### src/rtl/ex3_pkg.sv
// Constants and state encoding shared by the EX3 reader, the memory writer
// and their benches.
package ex3_pkg;

    localparam int DEPTH = 32;
    localparam int AW    = 5;
    localparam int DW    = 8;
    localparam int SW    = 13;

    typedef enum logic [1:0] {
        IDLE  = 2'd0,
        RECV  = 2'd1,
        WRITE = 2'd2,
        FIN   = 2'd3
    } state_e;

endpackage

### src/rtl/ex3_stat_acc.sv
// Running min/sum accumulator over a byte stream.
// clr_i restarts the statistics; upd_i folds data_i into them.
module ex3_stat_acc
    import ex3_pkg::*;
#(
    parameter int P_DW = DW,
    parameter int P_SW = SW
) (
    input  logic            clk_i,
    input  logic            rst_ni,
    input  logic            clr_i,
    input  logic            upd_i,
    input  logic [P_DW-1:0] data_i,
    output logic [P_DW-1:0] min_o,
    output logic [P_SW-1:0] sum_o
);

    logic [P_DW-1:0] min_q, min_d;
    logic [P_SW-1:0] sum_q, sum_d;

    always_comb begin
        min_d = min_q;
        sum_d = sum_q;
        if (clr_i) begin
            // all-ones so that the first byte always becomes the minimum
            min_d = '1;
            sum_d = '0;
        end else if (upd_i) begin
            sum_d = sum_q + P_SW'(data_i);
            if (data_i < min_q) begin
                min_d = data_i;
            end
        end
    end

    always_ff @(posedge clk_i or negedge rst_ni) begin
        if (!rst_ni) begin
            min_q <= '0;
            sum_q <= '0;
        end else begin
            min_q <= min_d;
            sum_q <= sum_d;
        end
    end

    assign min_o = min_q;
    assign sum_o = sum_q;

endmodule

### src/rtl/ex3_mem_writer.sv
// Fills the EX3 data memory with DEPTH bytes taken from a valid/ready stream,
// one byte every two cycles, and keeps golden min/sum of what was written.
module ex3_mem_writer
    import ex3_pkg::*;
(
    input  logic          clk_i,
    input  logic          rst_ni,
    input  logic          go_i,
    output logic          done_o,
    output logic          busy_o,
    input  logic [DW-1:0] in_data_i,
    input  logic          in_valid_i,
    output logic          in_ready_o,
    output logic          mem_we_o,
    output logic [AW-1:0] mem_addr_o,
    output logic [DW-1:0] mem_wdata_o,
    output logic [DW-1:0] wr_min_o,
    output logic [SW-1:0] wr_sum_o
);

    localparam logic [AW-1:0] LAST_ADDR = AW'(DEPTH - 1);

    state_e        state_q, state_d;
    logic [AW-1:0] count_q, count_d;
    logic          done_q, done_d;
    logic          we_q, we_d;
    logic [AW-1:0] addr_q, addr_d;
    logic [DW-1:0] wdata_q, wdata_d;
    logic          stat_clr, stat_upd;

    always_comb begin
        state_d  = state_q;
        count_d  = count_q;
        done_d   = 1'b0;
        we_d     = 1'b0;
        addr_d   = addr_q;
        wdata_d  = wdata_q;
        stat_clr = 1'b0;
        stat_upd = 1'b0;
        unique case (state_q)
            IDLE: begin
                if (go_i) begin
                    count_d  = '0;
                    stat_clr = 1'b1;
                    state_d  = RECV;
                end
            end
            RECV: begin
                if (in_valid_i) begin
                    wdata_d  = in_data_i;
                    addr_d   = count_q;
                    we_d     = 1'b1;
                    stat_upd = 1'b1;
                    state_d  = WRITE;
                end
            end
            WRITE: begin
                // count stops at the last address so it never wraps
                if (count_q == LAST_ADDR) begin
                    state_d = FIN;
                end else begin
                    count_d = count_q + 1'b1;
                    state_d = RECV;
                end
            end
            FIN: begin
                done_d  = 1'b1;
                state_d = IDLE;
            end
            default: state_d = IDLE;
        endcase
    end

    always_ff @(posedge clk_i or negedge rst_ni) begin
        if (!rst_ni) begin
            state_q <= IDLE;
            count_q <= '0;
            done_q  <= 1'b0;
            we_q    <= 1'b0;
            addr_q  <= '0;
            wdata_q <= '0;
        end else begin
            state_q <= state_d;
            count_q <= count_d;
            done_q  <= done_d;
            we_q    <= we_d;
            addr_q  <= addr_d;
            wdata_q <= wdata_d;
        end
    end

    ex3_stat_acc #(
        .P_DW (DW),
        .P_SW (SW)
    ) u_stat_acc (
        .clk_i  (clk_i),
        .rst_ni (rst_ni),
        .clr_i  (stat_clr),
        .upd_i  (stat_upd),
        .data_i (in_data_i),
        .min_o  (wr_min_o),
        .sum_o  (wr_sum_o)
    );

    assign in_ready_o  = (state_q == RECV);
    assign busy_o      = (state_q != IDLE);
    assign done_o      = done_q;
    assign mem_we_o    = we_q;
    assign mem_addr_o  = addr_q;
    assign mem_wdata_o = wdata_q;

endmodule

### config.mk
export PLATFORM = sky130hd
export DESIGN_NAME = ex3_mem_writer
export DESIGN_NICKNAME = d
export VERILOG_FILES = /design/src/rtl/ex3_pkg.sv /design/src/rtl/ex3_stat_acc.sv /design/src/rtl/ex3_mem_writer.sv
export SDC_FILE = /design/constraint.sdc
export NUM_CORES = 1
export LEC_CHECK = 0
export ABC_CLOCK_PERIOD_IN_PS = 2810
export BUFFER_PORTS_ARGS = -buffer_cell sky130_fd_sc_hd__buf_2
export CORE_ASPECT_RATIO = 1.4
export CORE_UTILIZATION = 50
export CTS_CLUSTER_SIZE = 8
export DETAILED_ROUTE_END_ITERATION = 6
export PLACE_DENSITY = 0.74
export SLEW_MARGIN = 25
export SYNTH_ARGS = -nofsm -noshare
export SYNTH_HDL_FRONTEND = slang
export SYNTH_SLANG_ARGS = --single-unit
### constraint.sdc
create_clock -name clk_i -period 2.81 [get_ports clk_i]
set_input_delay 0.1405 -clock clk_i [delete_from_list [all_inputs] [get_ports clk_i]]
set_output_delay 0.1405 -clock clk_i [all_outputs]
set_load 0.05 [all_outputs]
==> metrics.txt, run 1 <==
status=complete, no violations; Max-slew headroom=between 30% and 40%; drt wl/cell=around 14 µm; first-pass GRT wire length=about 8.0 mm; Setup CP Type=reg -> reg; Row Count=28; Final Wtd Congestion=0.817; crit-path cells=nand3b_2 -> or2_1 -> or3b_4 -> o211ai_2 -> o31ai_2; Post-Synth Adder-Cell Area=10.3%; die area=4800 µm²; Startpoint Class=flop; setup bufs post-CTS=0; Syn Area/Cell=9.70 µm²; CTS tree=done; Pwr Density=1200 nW/µm²; peak fanout along the critical path=13; predominant post-synthesis flop cell=dfrtp_1; Least-Margin Pin Slew=1.04 ns; vias=1854; largest net degree at the start of global routing=44; crit path max-delay cell type=dfrtp_1; synth top area cells=dfrtp_1 (48%), ha_1 (9.4%), nand2_1 (8.6%); total track usage=22.2%; unrepaired setup endpoints after global routing=no; P&R area growth vs syn=17.8%; dpl hpwl=3.55 mm; Ports=50; Routed Antenna Nets=0; met2 WL post-DR=roughly 2.5 mm; Async SR Flop Fraction=100%; Critical Path End Type=flop; Final Max Slew Viols=0; number of synthesized flops with an enable pin=0; # setup viols final=0; max cap viols=0; fmax=473 MHz; Synth top area share=47.6%; clock sinks=43; met1 wire length=2.14 mm; Reg area=1080 µm²; commonest non-fill, non-tap cell in the layout=nand2_1; CP bufs+invs=0; Post-Synth Simple-Gate Area=17.7%; mux cell area share after synthesis=0.941%; insertion delay to the later sink of the worst-skew pair=0.30 ns; CTS clock-pin slew for the worst setup and hold paths=0.08 ns; hold_ws=0.0511 ns; leak pwr=1.42 nW; Final period util=around three quarters; largest family of logic cells by synthesized area=compound AO/OA/AOI/OAI gates; number of port buffers=49; Die Width=58.8 µm; Multi-input gate area=1110 µm²; sequential fraction of the synthesis area=a little under half; core footprint=~4300 µm²; slowest stage delay, CP=around 0.50 ns; antenna violations before repair=0; Die H=slightly above 80 µm; Ant. Diodes=0; dominant cell type by area after synthesis=dfrtp_1; Yosys reg bits=43; First DRT Iteration DRCs=51; endpoints failing hold=0; Pre-antenna DRT Iters=6; vias in the first global route=1776; Synth Area in XOR/XNOR=2.33%; CTS root buf=clkbuf_8; DR top layer=met4; Setup TNS=0 ns; total grt overflow=0; post-synthesis compound-gate area fraction=17.8%; placed cell count=around 340; number of remaining DRC errors=0; worst vdd ir=0.534 mV; Synth Instances=233; number of non-filler instances in the completed layout=346; Worst EP arrival=2.29 ns; synth warn=0; Req. time, crit path=approximately 3 ns; Clock Path Buffers=2; ratio of cells with drive above 1 in the final layout=23.1%; Distinct cells, synth=44; Final nets=316; Top delay family on crit path=simple AND/OR/NAND/NOR gates; met3 routed WL=about 180 µm; post-synth net total=263; total CTS buffers=5; initial core utilization=52.9%; Post-Route WL=4.90 mm; crit path time final=2.12 ns; H-Tree Depth=2; clock skew=0.00380 ns; cell area after synthesis=around 2300 µm²; worst hold path type=in -> reg; most frequent cells in the layout=nand2_1 (52), buf_2 (48), dfrtp_1 (43); Via density=around 5.4; FILL cells=379
[power by group]
part	leakage (nW)	internal (mW)	switching, mW
Clock	0.0470	0.193	0.207
Combinational	0.836	0.492	1.31
Sequential	0.542	0.828	0.155
Total	1.42	1.51	1.67
[metrics by stage]
step                instance area [µm²]  worst slack (ns)  util, %  total power, mW
CTS                                2650             0.717     62.0             3.20
floorplan                          2260             0.631        -             2.38
detailed placement                 2560             0.720     60.0             2.80
global placement                   2560             0.748     60.0             2.76
finish                             2660             0.694     62.3             3.18
global route                       2660             0.485     62.3             3.40
[sequential cells by signal, indices dropped and copies added (netlist names)]
| name | cells |
|---|---|
| mem_addr_o | 5 |
| u_stat_acc.min_o | 8 |
| mem_we_o | 1 |
| done_o | 1 |
| count_q | 5 |
| state_q | 2 |
| u_stat_acc.sum_o | 13 |
| mem_wdata_o | 8 |
[layer usage]
metal	global-route usage [%]	up-vias
met5	0	-
met4	8.33	0
met3	4.57	6
met2	39.4	47
met1	26.0	882
li1	-	919
[cells by family (layout without fill, tap and decap cells)]
family	count (synthesis)	after routing
multiplexers	2	2
AO/OA/AOI/OAI	57	57
flip-flops	43	43
adder cells (fa/ha/maj)	18	18
AND/OR/NAND/NOR	90	90
XOR/XNOR	6	6
buffers and inverters	17	70
[cell type report]
cell class	instances	area share [%]
multi-input cells	173	41.7
flip-flops and latches	43	40.4
repair buffers	52	10.2
clock buffers	6	3.10
well taps	60	2.82
inverters	11	1.55
clock inverters	1	0.188
[final timing paths]
path                            slack [ns]           start  cells after the start                   end
worst max register to register        0.69      state_q[1]                      5  u_stat_acc.sum_o[12]
max in group asynchronous             2.06          rst_ni                      2   u_stat_acc.sum_o[4]
worst max-delay path                  0.69      state_q[1]                      5  u_stat_acc.sum_o[12]
worst min-delay path                  0.05      in_valid_i                      2            state_q[0]
min in group asynchronous             0.37          rst_ni                      2            count_q[1]
worst min register to register        0.47  mem_wdata_o[7]                      2        mem_wdata_o[7]
[cell usage after synthesis (2+ instances only)]
cell / instances
nor2_1: 18
o21ai_1: 2
a21oi_1: 7
and2_1: 2
nand3b_1: 2
nor3_1: 3
o21ai_0: 12
dfrtp_1: 43
nand3_1: 2
a22o_1: 9
xnor2_1: 3
or3_1: 2
a31oi_1: 8
ha_1: 17
o21a_1: 2
xor2_1: 3
a211oi_1: 3
inv_1: 10
a21o_1: 4
o211ai_1: 2
buf_2: 2
nand2_1: 52
o21bai_1: 2
clkbuf_1: 2
o31ai_2: 2
[what timing repair did]
action | 4_1_cts | 5_1_grt
hold buffers | 0 | 1
gates resized for setup | 0 | 0
hold endpoints to repair | 0 | 43
No activity file was read; power rests on OpenSTA's default activity.
==> inputs of run 2 (changes only) <==
--- a/config.mk
+++ b/config.mk
@@ -5,7 +5,7 @@
 export SDC_FILE = /design/constraint.sdc
 export NUM_CORES = 1
 export LEC_CHECK = 0
-export ABC_CLOCK_PERIOD_IN_PS = 2810
+export ABC_CLOCK_PERIOD_IN_PS = 2200
 export BUFFER_PORTS_ARGS = -buffer_cell sky130_fd_sc_hd__buf_2
 export CORE_ASPECT_RATIO = 1.4
 export CORE_UTILIZATION = 50
==> constraint.sdc (replaced) <==
create_clock -name clk_i -period 2.2 [get_ports clk_i]
set_input_delay 0.11 -clock clk_i [delete_from_list [all_inputs] [get_ports clk_i]]
set_output_delay 0.11 -clock clk_i [all_outputs]
set_load 0.05 [all_outputs]
==> run 2 against run 1 <==
Compared with the run above:
- sequential power is 27% higher
- non-clock buffer count is 4 higher
- first-iteration DRC count is 3.9% lower
- sequential cell count stayed put
- utilization is 1.8 points higher
- highest routed layer unchanged
- register-to-register slack worse by 0.55 ns
- clock power is 52% higher
- clock-buffer cell count is 1 lower
- worst setup slack worse by 0.55 ns
==> metrics.txt, run 2 (synthesis results as in run 1) <==
status=complete, no violations (unchanged); Die Width=58.8 µm (unchanged); First DRT Iteration DRCs=49 (was 51); Least-Margin Pin Slew=0.616 ns (was 1.04 ns); Final Wtd Congestion=0.853 (was 0.817); placed cell count=342 (was 338); Final Max Slew Viols=0 (unchanged); most frequent cells in the layout=nand2_1 (52), buf_2 (48), dfrtp_1 (43) (unchanged); P&R area growth vs syn=21.2% (was 17.8%); Startpoint Class=flop (unchanged); Row Count=28 (unchanged); hold_ws=0.0614 ns (was 0.0511 ns); total grt overflow=0 (unchanged); clock sinks=43 (unchanged); max reg flops=13 (unchanged); crit path time final=2.06 ns (was 2.12 ns); post-route cell area=2740 µm² (was 2660 µm²); Ports=50 (unchanged); Clock Path Buffers=2 (unchanged); vias=1914 (was 1854); Worst EP arrival=2.24 ns (was 2.29 ns); Pwr Density=1560 nW/µm² (was 1200 nW/µm²); insertion delay to the later sink of the worst-skew pair=0.29 ns (was 0.30 ns); number of non-filler instances in the completed layout=351 (was 346); CTS tree=done (unchanged); endpoints failing hold=0 (unchanged); Req. time, crit path=2.38 ns (was 2.99 ns); number of port buffers=49 (unchanged); Via density=5.45 (was 5.36); fmax=486 MHz (was 473 MHz); Reg-to-Reg Start=u_stat_acc.sum_o[0] (was state_q[1]); Routed Antenna Nets=0 (unchanged); CTS root buf=clkbuf_8 (unchanged); Max-slew headroom=59.0% (was 30.4%); r2r setup slk=0.14 ns (was 0.69 ns); H-Tree Depth=2 (unchanged); total track usage=22.1% (was 22.2%); Final period util=93.6% (was 75.3%); number of remaining DRC errors=0 (unchanged); first-pass GRT wire length=7.98 mm (was 7.99 mm); Post-Route WL=4.93 mm (was 4.90 mm); worst hold path endpoint=state_q[0] (unchanged); unrepaired setup endpoints after global routing=no (unchanged); initial core utilization=52.9% (unchanged); dpl hpwl=3.62 mm (was 3.55 mm); post-layout util=64.1% (was 62.3%); Ant. Diodes=0 (unchanged); max cap viols=0 (unchanged); die area=4800 µm² (unchanged); Die H=81.5 µm (unchanged); peak fanout along the critical path=4 (was 13); Final nets=320 (was 316); ratio of cells with drive above 1 in the final layout=24.4% (was 23.1%); clock skew=0.00413 ns (was 0.00380 ns); WHS Path Cells=2 (unchanged); Placed Area=2590 µm² (was 2560 µm²); worst hold path type=in -> reg (unchanged); Pre-antenna DRT Iters=4 (was 6); antenna violations before repair=0 (unchanged); core footprint=4270 µm² (unchanged); # setup viols final=0 (unchanged); hold_sp=in_valid_i (unchanged); total CTS buffers=5 (unchanged); setup bufs post-CTS=0 (unchanged); Critical Path End Type=flop (unchanged); CTS clock-pin slew for the worst setup and hold paths=0.08 ns (about the same); worst flop-to-flop path endpoint=u_stat_acc.sum_o[8] (was u_stat_acc.sum_o[12]); vias in the first global route=1839 (was 1776); drt wl/cell=14.0 µm (was 14.2 µm); largest net degree at the start of global routing=44 (unchanged); Setup CP Type=reg -> reg (unchanged); Setup TNS=0 ns (unchanged); worst vdd ir=0.915 mV (was 0.534 mV); leak pwr=1.46 nW (was 1.42 nW); R2R depth=7 (was 5); commonest non-fill, non-tap cell in the layout=nand2_1 (unchanged)
-- run 2: layout make-up --
| type | instances | area, µm² |
|---|---|---|
| timing repair buffer | 56 | 303 |
| inverter | 11 | 41.3 |
| sequential | 43 | 1080 |
| clock buffer | 5 | 68.8 |
| tap | 60 | 75.1 |
| fill | 371 | 1540 |
| multi-input combinational | 173 | 1130 |
| clock inverter | 3 | 43.8 |
-- run 2: how the worst max path moves through the flow --
stage | from | to | slack (ns) | depth (start not counted)
after floorplan | u_stat_acc.min_o[7] | u_stat_acc.min_o[7] | 0.02 | 8
after global placement | u_stat_acc.sum_o[1] | u_stat_acc.sum_o[11] | 0.21 | 6
after detailed placement | u_stat_acc.min_o[7] | u_stat_acc.min_o[5] | 0.16 | 6
after CTS | u_stat_acc.sum_o[0] | u_stat_acc.sum_o[8] | 0.14 | 7
after global routing | u_stat_acc.sum_o[1] | u_stat_acc.sum_o[9] | 0.05 | 6
final | u_stat_acc.sum_o[0] | u_stat_acc.sum_o[8] | 0.14 | 7
-- run 2: metal layers --
metal | part of all wire, % | track usage [%]
met2 | 51 | 39.4
met5 | 0 | 0
met1 | 44 | 26.4
met3 | 3.5 | 4.09
met4 | 1.7 | 7.38
-- run 2: power breakdown --
group	total [mW]	switching (mW)	leakage, nW	internal [mW]
logic	2.40	1.72	0.857	0.683
registers	1.25	0.190	0.542	1.06
clock network	0.610	0.272	0.0581	0.338
total	4.26	2.18	1.46	2.08
-- run 2: timing repair --
action | CTS | global route
hold buffers | 1 | 0
endpoints found under the hold margin | 43 | 0
resized for setup | 0 | 1
setup endpoints to repair | 0 | 1
-- run 2: critical path: stages, from the launching register on --
cell      delay [ns]
dfrtp_1         0.39
ha_1            0.22
fa_1            0.44
a211oi_1        0.31
o211a_1         0.30
nor3_1          0.09
xnor2_1         0.14
nor2_1          0.05
-- run 2: stage by stage --
stage / power (mW) / setup WS, ns
floorplan: 3.04 / 0.0209
global placement: 3.58 / 0.212
detailed placement: 3.63 / 0.158
CTS: 4.25 / 0.144
global route: 4.53 / 0.0466
finish: 4.26 / 0.140
